[src/rtl/serial_bram_pkg.sv]
// Shared constants for the UART-to-BRAM burst writer:
// one-hot state encodings and the supported word-width range.
package serial_bram_pkg;

  localparam int ST_W = 4;

  localparam int I_IDLE    = 0;
  localparam int I_COLLECT = 1;
  localparam int I_WRITE   = 2;
  localparam int I_DONE    = 3;

  localparam logic [ST_W-1:0] S_IDLE    = 4'b0001;
  localparam logic [ST_W-1:0] S_COLLECT = 4'b0010;
  localparam logic [ST_W-1:0] S_WRITE   = 4'b0100;
  localparam logic [ST_W-1:0] S_DONE    = 4'b1000;

  localparam int BPW_MIN = 1;
  localparam int BPW_MAX = 8;

endpackage

[src/rtl/serial_burst_to_bram_if.sv]
// UART RX-FIFO pop side and BRAM write side of the burst writer.
// The master is the burst engine; the slave is the surrounding fabric.
interface serial_burst_to_bram_if #(
  parameter int BYTES_PER_WORD = 4,
  parameter int ADDR_W         = 9
);

  logic [7:0]                  uart_data_in;
  logic                        uart_data_present;
  logic                        uart_data_read;
  logic [8*BYTES_PER_WORD-1:0] bram_data;
  logic                        bram_we;
  logic [ADDR_W-1:0]           bram_addr;
  logic [BYTES_PER_WORD-1:0]   bram_we_bytes;

  modport master (
    input  uart_data_in,
    input  uart_data_present,
    output uart_data_read,
    output bram_data,
    output bram_we,
    output bram_addr,
    output bram_we_bytes
  );

  modport slave (
    output uart_data_in,
    output uart_data_present,
    input  uart_data_read,
    input  bram_data,
    input  bram_we,
    input  bram_addr,
    input  bram_we_bytes
  );

endinterface

[src/rtl/lane_arbiter.sv]
// Picks the highest set bit of a lane vector as a one-hot result.
// An all-zero input yields an all-zero output.
module lane_arbiter #(
  parameter int W = 4
) (
  input  logic [W-1:0] vec,
  output logic [W-1:0] hot
);

  always_comb begin
    hot = '0;
    for (int i = 0; i < W; i++) begin
      if (vec[i]) begin
        hot    = '0;
        hot[i] = 1'b1;
      end
    end
  end

endmodule

[src/rtl/serial_burst_to_bram.sv]
// Assembles UART bytes into masked BRAM words, MSB lane first,
// and writes a burst of them to consecutive addresses.
module serial_burst_to_bram
  import serial_bram_pkg::*;
#(
  parameter int BYTES_PER_WORD = 4,
  parameter int ADDR_W         = 9,
  parameter int LEN_W          = 8
) (
  input  logic                      clk,
  input  logic                      rst_n,
  input  logic                      start,
  input  logic                      abort,
  input  logic [ADDR_W-1:0]         base_addr,
  input  logic [LEN_W-1:0]          word_count,
  input  logic [BYTES_PER_WORD-1:0] byte_mask,
  output logic                      busy,
  output logic                      done,
  output logic [LEN_W-1:0]          words_done,
  serial_burst_to_bram_if.master    bus
);

  localparam int BPW = BYTES_PER_WORD;

  if (BPW < BPW_MIN || BPW > BPW_MAX) begin : g_bpw_range
    $error("BYTES_PER_WORD out of range");
  end

  logic [ST_W-1:0]   state;
  logic [ADDR_W-1:0] addr;
  logic [LEN_W-1:0]  cnt;
  logic [BPW-1:0]    mask;
  logic [BPW-1:0]    lane;
  logic [BPW-1:0]    top;
  logic [BPW-1:0]    rest;
  logic [8*BPW-1:0]  word;
  logic              pop;

  // In IDLE the first lane comes from the incoming mask, later from the latched one
  lane_arbiter #(.W(BPW)) u_top (
    .vec (state[I_IDLE] ? byte_mask : mask),
    .hot (top)
  );

  lane_arbiter #(.W(BPW)) u_rest (
    .vec (mask & (lane - BPW'(1))),
    .hot (rest)
  );

  assign pop  = state[I_COLLECT] & bus.uart_data_present & ~abort;
  assign busy = ~state[I_IDLE];
  assign done = state[I_DONE];

  assign bus.uart_data_read = pop;
  assign bus.bram_we        = state[I_WRITE];
  assign bus.bram_we_bytes  = state[I_WRITE] ? mask : '0;
  assign bus.bram_data      = word;
  assign bus.bram_addr      = addr;

  always_ff @(posedge clk or negedge rst_n) begin
    if (!rst_n) begin
      state      <= S_IDLE;
      addr       <= '0;
      cnt        <= '0;
      mask       <= '0;
      lane       <= '0;
      word       <= '0;
      words_done <= '0;
    end else begin
      unique case (1'b1)
        state[I_IDLE]: begin
          if (start) begin
            addr       <= base_addr;
            cnt        <= word_count;
            mask       <= byte_mask;
            lane       <= top;
            word       <= '0;
            words_done <= '0;
            if (word_count == '0 || byte_mask == '0)
              state <= S_DONE;
            else
              state <= S_COLLECT;
          end
        end
        state[I_COLLECT]: begin
          if (abort) begin
            word  <= '0;
            state <= S_DONE;
          end else if (bus.uart_data_present) begin
            for (int i = 0; i < BPW; i++)
              if (lane[i]) word[8*i +: 8] <= bus.uart_data_in;
            if (rest == '0)
              state <= S_WRITE;
            else
              lane <= rest;
          end
        end
        state[I_WRITE]: begin
          words_done <= words_done + LEN_W'(1);
          if (words_done + LEN_W'(1) == cnt || abort) begin
            state <= S_DONE;
          end else begin
            addr  <= addr + ADDR_W'(1);
            word  <= '0;
            lane  <= top;
            state <= S_COLLECT;
          end
        end
        state[I_DONE]: begin
          state <= S_IDLE;
        end
      endcase
    end
  end

endmodule

[src/flat_wrapper.sv]
// flat-port wrapper written by rule: the top's interface ports become plain ports
module serial_burst_to_bram_flat import serial_bram_pkg::*;
#(
  parameter int BYTES_PER_WORD = 4,
  parameter int ADDR_W         = 9,
  parameter int LEN_W          = 8
)
  (clk, rst_n, start, abort, base_addr, word_count, byte_mask, busy, done, words_done, bus_uart_data_in, bus_uart_data_present, bus_uart_data_read, bus_bram_data, bus_bram_we, bus_bram_addr, bus_bram_we_bytes);
  serial_burst_to_bram_if #(.BYTES_PER_WORD(BYTES_PER_WORD), .ADDR_W(ADDR_W)) bus_i ();
  input  logic clk;
  input  logic rst_n;
  input  logic start;
  input  logic abort;
  input  logic [ADDR_W-1:0] base_addr;
  input  logic [LEN_W-1:0] word_count;
  input  logic [BYTES_PER_WORD-1:0] byte_mask;
  output logic busy;
  output logic done;
  output logic [LEN_W-1:0] words_done;
  input wire logic [$bits(bus_i.uart_data_in)-1:0] bus_uart_data_in;
  input wire logic [$bits(bus_i.uart_data_present)-1:0] bus_uart_data_present;
  output wire logic [$bits(bus_i.uart_data_read)-1:0] bus_uart_data_read;
  output wire logic [$bits(bus_i.bram_data)-1:0] bus_bram_data;
  output wire logic [$bits(bus_i.bram_we)-1:0] bus_bram_we;
  output wire logic [$bits(bus_i.bram_addr)-1:0] bus_bram_addr;
  output wire logic [$bits(bus_i.bram_we_bytes)-1:0] bus_bram_we_bytes;
  assign bus_i.uart_data_in = bus_uart_data_in;
  assign bus_i.uart_data_present = bus_uart_data_present;
  assign bus_uart_data_read = bus_i.uart_data_read;
  assign bus_bram_data = bus_i.bram_data;
  assign bus_bram_we = bus_i.bram_we;
  assign bus_bram_addr = bus_i.bram_addr;
  assign bus_bram_we_bytes = bus_i.bram_we_bytes;
  serial_burst_to_bram #(.BYTES_PER_WORD(BYTES_PER_WORD), .ADDR_W(ADDR_W), .LEN_W(LEN_W)) u_core (.clk(clk), .rst_n(rst_n), .start(start), .abort(abort), .base_addr(base_addr), .word_count(word_count), .byte_mask(byte_mask), .busy(busy), .done(done), .words_done(words_done), .bus(bus_i));
endmodule
[config.mk]
export PLATFORM = sky130hd
export DESIGN_NAME = serial_burst_to_bram_flat
export DESIGN_NICKNAME = d
export VERILOG_FILES = /design/src/rtl/serial_bram_pkg.sv /design/src/rtl/serial_burst_to_bram_if.sv /design/src/rtl/lane_arbiter.sv /design/src/rtl/serial_burst_to_bram.sv /design/src/flat_wrapper.sv
export SDC_FILE = /design/constraint.sdc
export NUM_CORES = 1
export LEC_CHECK = 0
export ABC_AREA = 1
export CORE_UTILIZATION = 45
export CTS_CLUSTER_DIAMETER = 60
export DETAILED_ROUTE_END_ITERATION = 7
export PLACE_DENSITY_LB_ADDON = 0.25
export SYNTH_ARGS = -nofsm -noshare
export SYNTH_HDL_FRONTEND = slang
export SYNTH_SLANG_ARGS = --single-unit
[constraint.sdc]
create_clock -name clk -period 2.9 [get_ports clk]
set_clock_uncertainty 0.15 [all_clocks]
set_input_delay 0.29 -clock clk [delete_from_list [all_inputs] [get_ports clk]]
set_output_delay 0.29 -clock clk [all_outputs]
set_load 0.1 [all_outputs]
==> impl_metrics.sql, run 1 <==
INSERT INTO impl_metrics (metric_group, metric, value, unit) VALUES
('detailed_routing', 'wl_per_cell', '14.2', 'microns'),
('global_route', 'grt.total_usage', '23.3', '%'),
('sta', 'post-route-min-period', '2.59', 'ns'),
('setup_path', 'worstReg2RegStart', 'u_core.words_done[0]', ''),
('run', 'max_cap_violations', '0', ''),
('detailed_routing', 'vias_cell', '5.28', ''),
('detailed_routing', 'drc', '0', ''),
('sta', 'fin_tns_setup', '0', 'ns'),
('detailed_routing', 'overall_routed_net_length', '9.60', 'mm'),
('die', 'num_io_pins', '91', ''),
('placement', 'detailedPlacementHpwl', '6.94', 'mm'),
('synth', 'mappedNetlistArea', '3740', 'sq um'),
('synth', 'ys_seq_area_share', '46.2', '%'),
('clock_tree', 'cts_htree_levels', '3', ''),
('finish', 'synthToLayoutAreaGrowth', '27.9', '%'),
('synth', 'yosys_most_used_dff', 'sky130_fd_sc_hd__dfrtp_1', ''),
('finish', 'finish.net_count', '605', ''),
('clock_tree', 'worst_setup_hold_path_clk_slew', '0.09', 'ns'),
('placement', 'buffer_ports.inserted', '90', ''),
('clock_tree', 'post_cts_resized', '0', ''),
('finish', 'layout.cells.most_common_list', 'sky130_fd_sc_hd__nand2_1, sky130_fd_sc_hd__dfrtp_1, sky130_fd_sc_hd__buf_4', ''),
('clock_tree', 'cts_made_buffers', '9', ''),
('worst_hold_path', 'worstHoldPathType', 'input pin to async pin', ''),
('finish', 'finalNonFillerCells', '675', ''),
('setup_path', 'ff2ff_path_depth', '14', ''),
('sta', 'final_min_period_over_clock_period', '89.2', '%'),
('synth', 'asyncSetResetFlopFracSynth', '100', '%'),
('synth', 'number_of_synthesized_register_bits', '69', ''),
('detailed_routing', 'vias', '3564', ''),
('setup_path', 'worst-r2r-setup-slack', '0.31', 'ns'),
('setup_path', 'critical_path.reg2reg.endpoint', 'u_core.bus.bram_addr[1]', ''),
('detailed_routing', 'drt_first_iter_violations', '236', ''),
('synth', 'number_of_enable_type_register_cells_in_the_synthesized_netlist', '0', ''),
('setup_path', 'path_max_fanout', '52', ''),
('setup_path', 'cp.required', '3.00', 'ns'),
('die', 'die_h', '93.1', 'microns'),
('setup_path', 'cp-end-kind', 'register', ''),
('sta', 'clock.fmax', '0.387', 'GHz'),
('detailed_routing', 'drt.antenna.violating_nets', '0', ''),
('finish', 'post_route_cells_drive_above_1_share', '18.3', '%'),
('die', 'placementRows', '32', ''),
('sta', 'final-max-slew-violation-count', '0', ''),
('clock_tree', 'clk_buf_depth', '2', ''),
('finish', 'layout.cells.most_common', 'sky130_fd_sc_hd__nand2_1', ''),
('clock_tree', 'cts_num_sinks', '69', ''),
('sta', 'finalHoldViolations', '0', ''),
('setup_path', 'timing.critical_path.from_type', 'register', ''),
('synth', 'ys_types', '34', ''),
('placement', 'placement.cell_area', '4570', 'sq um'),
('synth', 'postSynthNetCount', '516', ''),
('synth', 'synthCells', '479', ''),
('global_route', 'first_global_vias', '3415', ''),
('global_route', 'antenna_found_initial', '0', ''),
('clock_tree', 'cts_tree', 'yes', ''),
('setup_path', 'worst_setup_path_endpoint', 'u_core.bus.bram_addr[1]', ''),
('sta', 'timing.max_slew.rel_slack', '56.3', '%'),
('placement', 'dpl.cell_count', '658', ''),
('clock_tree', 'root_buffer_selected_by_cts', 'sky130_fd_sc_hd__clkbuf_8', ''),
('die', 'design.die.area', '8670', 'sq um'),
('die', 'core-area', '7890', 'sq um'),
('global_route', 'first_pass_grt_wire_length', '15.6', 'mm'),
('sta', 'setup_viol', '0', ''),
('setup_path', 'timing.critical_path.from', 'u_core.words_done[0]', ''),
('die', 'die_width', '93.1', 'microns'),
('die', 'initial_core_util', '47.4', '%'),
('synth', 'syn-mean-instance-area', '7.80', 'sq um'),
('global_route', 'grt_max_degree', '53', ''),
('status', 'status', 'finished, final reports clean', ''),
('finish', 'antennaDiodeCount', '0', ''),
('clock_tree', 'clk-insertion-delay-late', '0.36', 'ns'),
('global_route', 'global_route.overflow_total', '0', ''),
('finish', 'final_design_area_no_fill', '4780', 'sq um'),
('setup_path', 'arrival', '2.69', 'ns'),
('sta', 'worst_slew_pin_slew', '0.654', 'ns'),
('sta', 'setup_repair_after_global_routing_missed_its_margin', 'false', ''),
('detailed_routing', 'drtPass1Iterations', '4', ''),
('setup_path', 'crit_path_class', 'register to register', ''),
('synth', 'yosysWarningCount', '0', ''),
('placement', 'routabilityCongestion', '0.897', '');
## critical path, cell delays in order, from the launching register on
cell,delay [ns]
sky130_fd_sc_hd__dfrtp_1,0.44
sky130_fd_sc_hd__ha_1,0.23
sky130_fd_sc_hd__nand2_1,0.11
sky130_fd_sc_hd__nor2_2,0.15
sky130_fd_sc_hd__nand2_1,0.09
sky130_fd_sc_hd__nand2_1,0.06
sky130_fd_sc_hd__nand2_1,0.05
sky130_fd_sc_hd__nor2_1,0.09
sky130_fd_sc_hd__nor2_1,0.06
sky130_fd_sc_hd__nand3_2,0.08
sky130_fd_sc_hd__nand2_2,0.06
sky130_fd_sc_hd__nand2_4,0.42
sky130_fd_sc_hd__nand3_2,0.30
sky130_fd_sc_hd__nand2_1,0.13
sky130_fd_sc_hd__nand2_1,0.05
## cell usage after synthesis (all sizes together) (2+ instances only)
cell    count  area (sq um)
buf         8          58.8
nand2     169           644
ha          3          37.5
clkbuf      9          33.8
o22ai       4          25.0
nor4        2          12.5
nand3      33           200
xor2        5          43.8
mux2        5          56.3
o211ai      2          15.0
a21oi      12          75.1
nor3        3          15.0
nand4      46           288
nor2       35           151
dfrtp      68          1700
nand3b      2          15.0
xnor2       4          35.0
o21ai      21           105
inv        42           158
## state kept, by name (all words and copies together) (netlist names)
register              count
u_core.bus.bram_data     32
u_core.words_done         8
u_core.mask               4
u_core.bus.bram_addr      9
u_core.cnt                8
u_core.state              4
u_core.lane               4
## per-layer routing
layer	vias to the layer above	global-route usage (%)	part of all wire (%)
met3	18	4.23	4.7
li1	1769	-	-
met5	-	0	0
met2	104	37.6	48
met4	0	11.0	2.2
met1	1673	30.4	45
## worst min-delay path by stage
stage | from | end | slack, ns
global route | u_core.bus.bram_data[30] | u_core.bus.bram_data[30] | 0.35
floorplan | rst_n | u_core.bus.bram_addr[0] | -0.16
detailed placement | rst_n | u_core.words_done[7] | 0.19
CTS | u_core.lane[1] | u_core.lane[1] | 0.33
finish | rst_n | u_core.bus.bram_data[4] | 0.32
global placement | rst_n | u_core.cnt[7] | 0.19
## area by class of cell
| type | instances | area, sq um |
|---|---|---|
| inverters | 42 | 158 |
| multi-input cells | 351 | 1760 |
| flip-flops and latches | 69 | 1730 |
| clock buffers | 9 | 124 |
| repair buffers | 95 | 806 |
| clock inverters | 7 | 73.8 |
| fillers | 692 | 3110 |
| well taps | 102 | 128 |
## through the flow
stage	setup slack, ns	hold WS [ns]	utilization [%]
floorplan	0.120	-0.156	-
global placement	0.445	0.192	57.9
detailed placement	0.342	0.187	57.9
CTS	0.337	0.328	60.6
global route	0.0553	0.353	60.6
finish	0.313	0.317	60.6
## cell families after synthesis
group,Yosys count,share of synthesized area [%]
compound gates,43,6.73
fa+ha+maj,3,1.00
xor+xnor,9,2.11
mux,5,1.51
buf+inv,59,6.70
simple gates,291,35.7
flops,69,46.2
## repair_timing
action,CTS,global route
hold buffers,1,0
buffers inserted,0,0
endpoints found under the hold margin,26,0
Power of run 1 is left out: the tool's default activity adds up to more than one toggle a clock period on the data nets, which glitch-free logic cannot reach.
==> run 2: changes to the inputs <==
--- a/config.mk
+++ b/config.mk
@@ -9,6 +9,7 @@
 export CORE_UTILIZATION = 45
 export CTS_CLUSTER_DIAMETER = 60
 export DETAILED_ROUTE_END_ITERATION = 7
+export HOLD_SLACK_MARGIN = 0.12
 export PLACE_DENSITY_LB_ADDON = 0.25
 export SYNTH_ARGS = -nofsm -noshare
 export SYNTH_HDL_FRONTEND = slang
==> results of run 2 <==
Same layout as run 1: the final DEF is identical, and so are final timing and power.
Power of run 2 is left out for the same reason.
==> run 3: changes to the inputs <==
--- a/config.mk
+++ b/config.mk
@@ -6,10 +6,12 @@
 export NUM_CORES = 1
 export LEC_CHECK = 0
 export ABC_AREA = 1
+export CAP_MARGIN = 30
 export CORE_UTILIZATION = 45
 export CTS_CLUSTER_DIAMETER = 60
 export DETAILED_ROUTE_END_ITERATION = 7
 export HOLD_SLACK_MARGIN = 0.12
+export MAX_ROUTING_LAYER = met4
 export PLACE_DENSITY_LB_ADDON = 0.25
 export SYNTH_ARGS = -nofsm -noshare
 export SYNTH_HDL_FRONTEND = slang
==> impl_metrics.sql, run 3 (synthesized netlist as in run 1, its figures left out) <==
INSERT INTO impl_metrics (metric_group, metric, value, unit) VALUES
('sta', 'finalHoldViolations', '0', ''),
('global_route', 'global_route.overflow_total', '0', ''),
('detailed_routing', 'vias_cell', '5.32', ''),
('finish', 'synthToLayoutAreaGrowth', '27.9', '%'),
('placement', 'routabilityCongestion', '0.912', ''),
('setup_path', 'timing.critical_path.from_type', 'register', ''),
('die', 'die_h', '93.1', 'microns'),
('sta', 'post-route-min-period', '2.58', 'ns'),
('detailed_routing', 'overall_routed_net_length', '9.59', 'mm'),
('sta', 'final_min_period_over_clock_period', '88.8', '%'),
('die', 'core-area', '7890', 'sq um'),
('global_route', 'grt_max_degree', '53', ''),
('clock_tree', 'cts_tree', 'yes', ''),
('global_route', 'antenna_found_initial', '0', ''),
('detailed_routing', 'drt.antenna.violating_nets', '0', ''),
('placement', 'buffer_ports.inserted', '90', ''),
('global_route', 'first_global_vias', '3409', ''),
('setup_path', 'crit_chain', 'ha_1 > nand2_1 > nor2_2 > nand2_1 > nand2_1 > nand2_1 > nor2_1 > nor2_1 > nand3_2 > nand2_2 > nand2_4 > nand3_2 > nand2_1 > nand2_1', ''),
('detailed_routing', 'drc', '0', ''),
('detailed_routing', 'vias', '3594', ''),
('setup_path', 'cp_num_buf_inv', '0', ''),
('setup_path', 'critical-path-max-stage-delay', '0.44', 'ns'),
('setup_path', 'timing.critical_path.slowest_stage_cell', 'sky130_fd_sc_hd__dfrtp_1', ''),
('finish', 'finish.net_count', '605', ''),
('clock_tree', 'clk_buf_depth', '2', ''),
('clock_tree', 'cts_htree_levels', '3', ''),
('setup_path', 'arrival', '2.67', 'ns'),
('sta', 'setup_viol', '0', ''),
('finish', 'layout.cells.most_common_list', 'sky130_fd_sc_hd__nand2_1, sky130_fd_sc_hd__dfrtp_1, sky130_fd_sc_hd__buf_4', ''),
('clock_tree', 'cts_made_buffers', '9', ''),
('global_route', 'first_pass_grt_wire_length', '15.7', 'mm'),
('finish', 'max_ffs_per_register', '32', ''),
('die', 'placementRows', '32', ''),
('setup_path', 'cp_top_family', 'simple AND/OR/NAND/NOR gates', ''),
('setup_path', 'crit_path_class', 'register to register', ''),
('die', 'die_width', '93.1', 'microns'),
('worst_hold_path', 'worstHoldPathType', 'input pin to async pin', ''),
('sta', 'fin_worst_hold_slack', '0.319', 'ns'),
('sta', 'clock.fmax', '0.388', 'GHz'),
('sta', 'timing.max_slew.rel_slack', '56.0', '%'),
('die', 'num_io_pins', '91', ''),
('run', 'max_cap_violations', '0', ''),
('finish', 'post-route-util', '60.6', '%'),
('sta', 'final-max-slew-violation-count', '0', ''),
('detailed_routing', 'drt_first_iter_violations', '235', ''),
('clock_tree', 'worst_setup_hold_path_clk_slew', '0.09', 'ns'),
('finish', 'seqCellArea', '1730', 'sq um'),
('setup_path', 'path_max_fanout', '52', ''),
('clock_tree', 'root_buffer_selected_by_cts', 'sky130_fd_sc_hd__clkbuf_8', ''),
('sta', 'fin_tns_setup', '0', 'ns'),
('clock_tree', 'cts_num_sinks', '69', ''),
('setup_path', 'timing.critical_path.mode_cell', 'sky130_fd_sc_hd__nand2_1', ''),
('status', 'status', 'finished, final reports clean', ''),
('finish', 'antennaDiodeCount', '0', ''),
('detailed_routing', 'wl_per_cell', '14.2', 'microns'),
('die', 'design.die.area', '8670', 'sq um'),
('global_route', 'grt.total_usage', '24.0', '%'),
('setup_path', 'cp-end-kind', 'register', ''),
('sta', 'worst_slew_pin_slew', '0.658', 'ns'),
('finish', 'layout.cells.most_common', 'sky130_fd_sc_hd__nand2_1', ''),
('die', 'initial_core_util', '47.4', '%'),
('finish', 'post_route_cells_drive_above_1_share', '18.3', '%'),
('finish', 'area_occupied_by_multi_input_gates', '1760', 'sq um'),
('detailed_routing', 'drtPass1Iterations', '5', ''),
('placement', 'detailedPlacementHpwl', '6.94', 'mm'),
('clock_tree', 'clk-insertion-delay-late', '0.36', 'ns'),
('sta', 'setup_repair_after_global_routing_missed_its_margin', 'false', ''),
('setup_path', 'cp.required', '3.00', 'ns'),
('finish', 'layout.filler_cells', '692', '');
run 3: path summary, 6_finish.rpt:
| kind | to | slack, ns | cells past startpoint | from |
|---|---|---|---|---|
| min | u_core.bus.bram_data[4] | 0.32 | 2 | rst_n |
| max in group asynchronous | u_core.state[0] | 1.58 | 3 | rst_n |
| min in group clk | u_core.lane[1] | 0.33 | 2 | u_core.lane[1] |
| max | u_core.bus.bram_addr[2] | 0.32 | 14 | u_core.words_done[0] |
| min reg2reg | u_core.lane[1] | 0.33 | 2 | u_core.lane[1] |
| max reg2reg | u_core.bus.bram_addr[2] | 0.32 | 14 | u_core.words_done[0] |
run 3: repair_timing:
action,in CTS,in global routing
hold endpoints to repair,26,0
buffers inserted,0,0
hold buffers,1,0
resized for setup,0,0
run 3: worst reg2reg max path: cells and delay by family (launching register included):
family / cells / cell delay (ns)
fa+ha+maj: 1 / 0.23
flops: 1 / 0.44
simple gates: 13 / 1.65
run 3: through the flow:
step           setup slack [ns]  cell area [sq um]  std cells
2_1_floorplan             0.120               3740        479
3_3_place_gp              0.445               4570        658
3_5_place_dp              0.342               4570        658
4_1_cts                   0.337               4780        675
5_1_grt                  0.0578               4780        675
6_report                  0.324               4780        675
run 3: routing by layer:
layer  GRT usage, %  vias up  wire (microns)
met5              -        -               0
met4           11.0        0             222
met1           30.7     1663            4200
met3           4.23       21             559
li1               -     1773               -
met2           37.4      137            4600
run 3: cell type report:
class	count	share of cell area, %
multi-input combinational	351	36.9
sequential	69	36.2
timing repair buffer	95	16.9
inverter	42	3.30
tap	102	2.67
clock buffer	9	2.59
clock inverter	7	1.55
Power of run 3 is left out for the same reason.
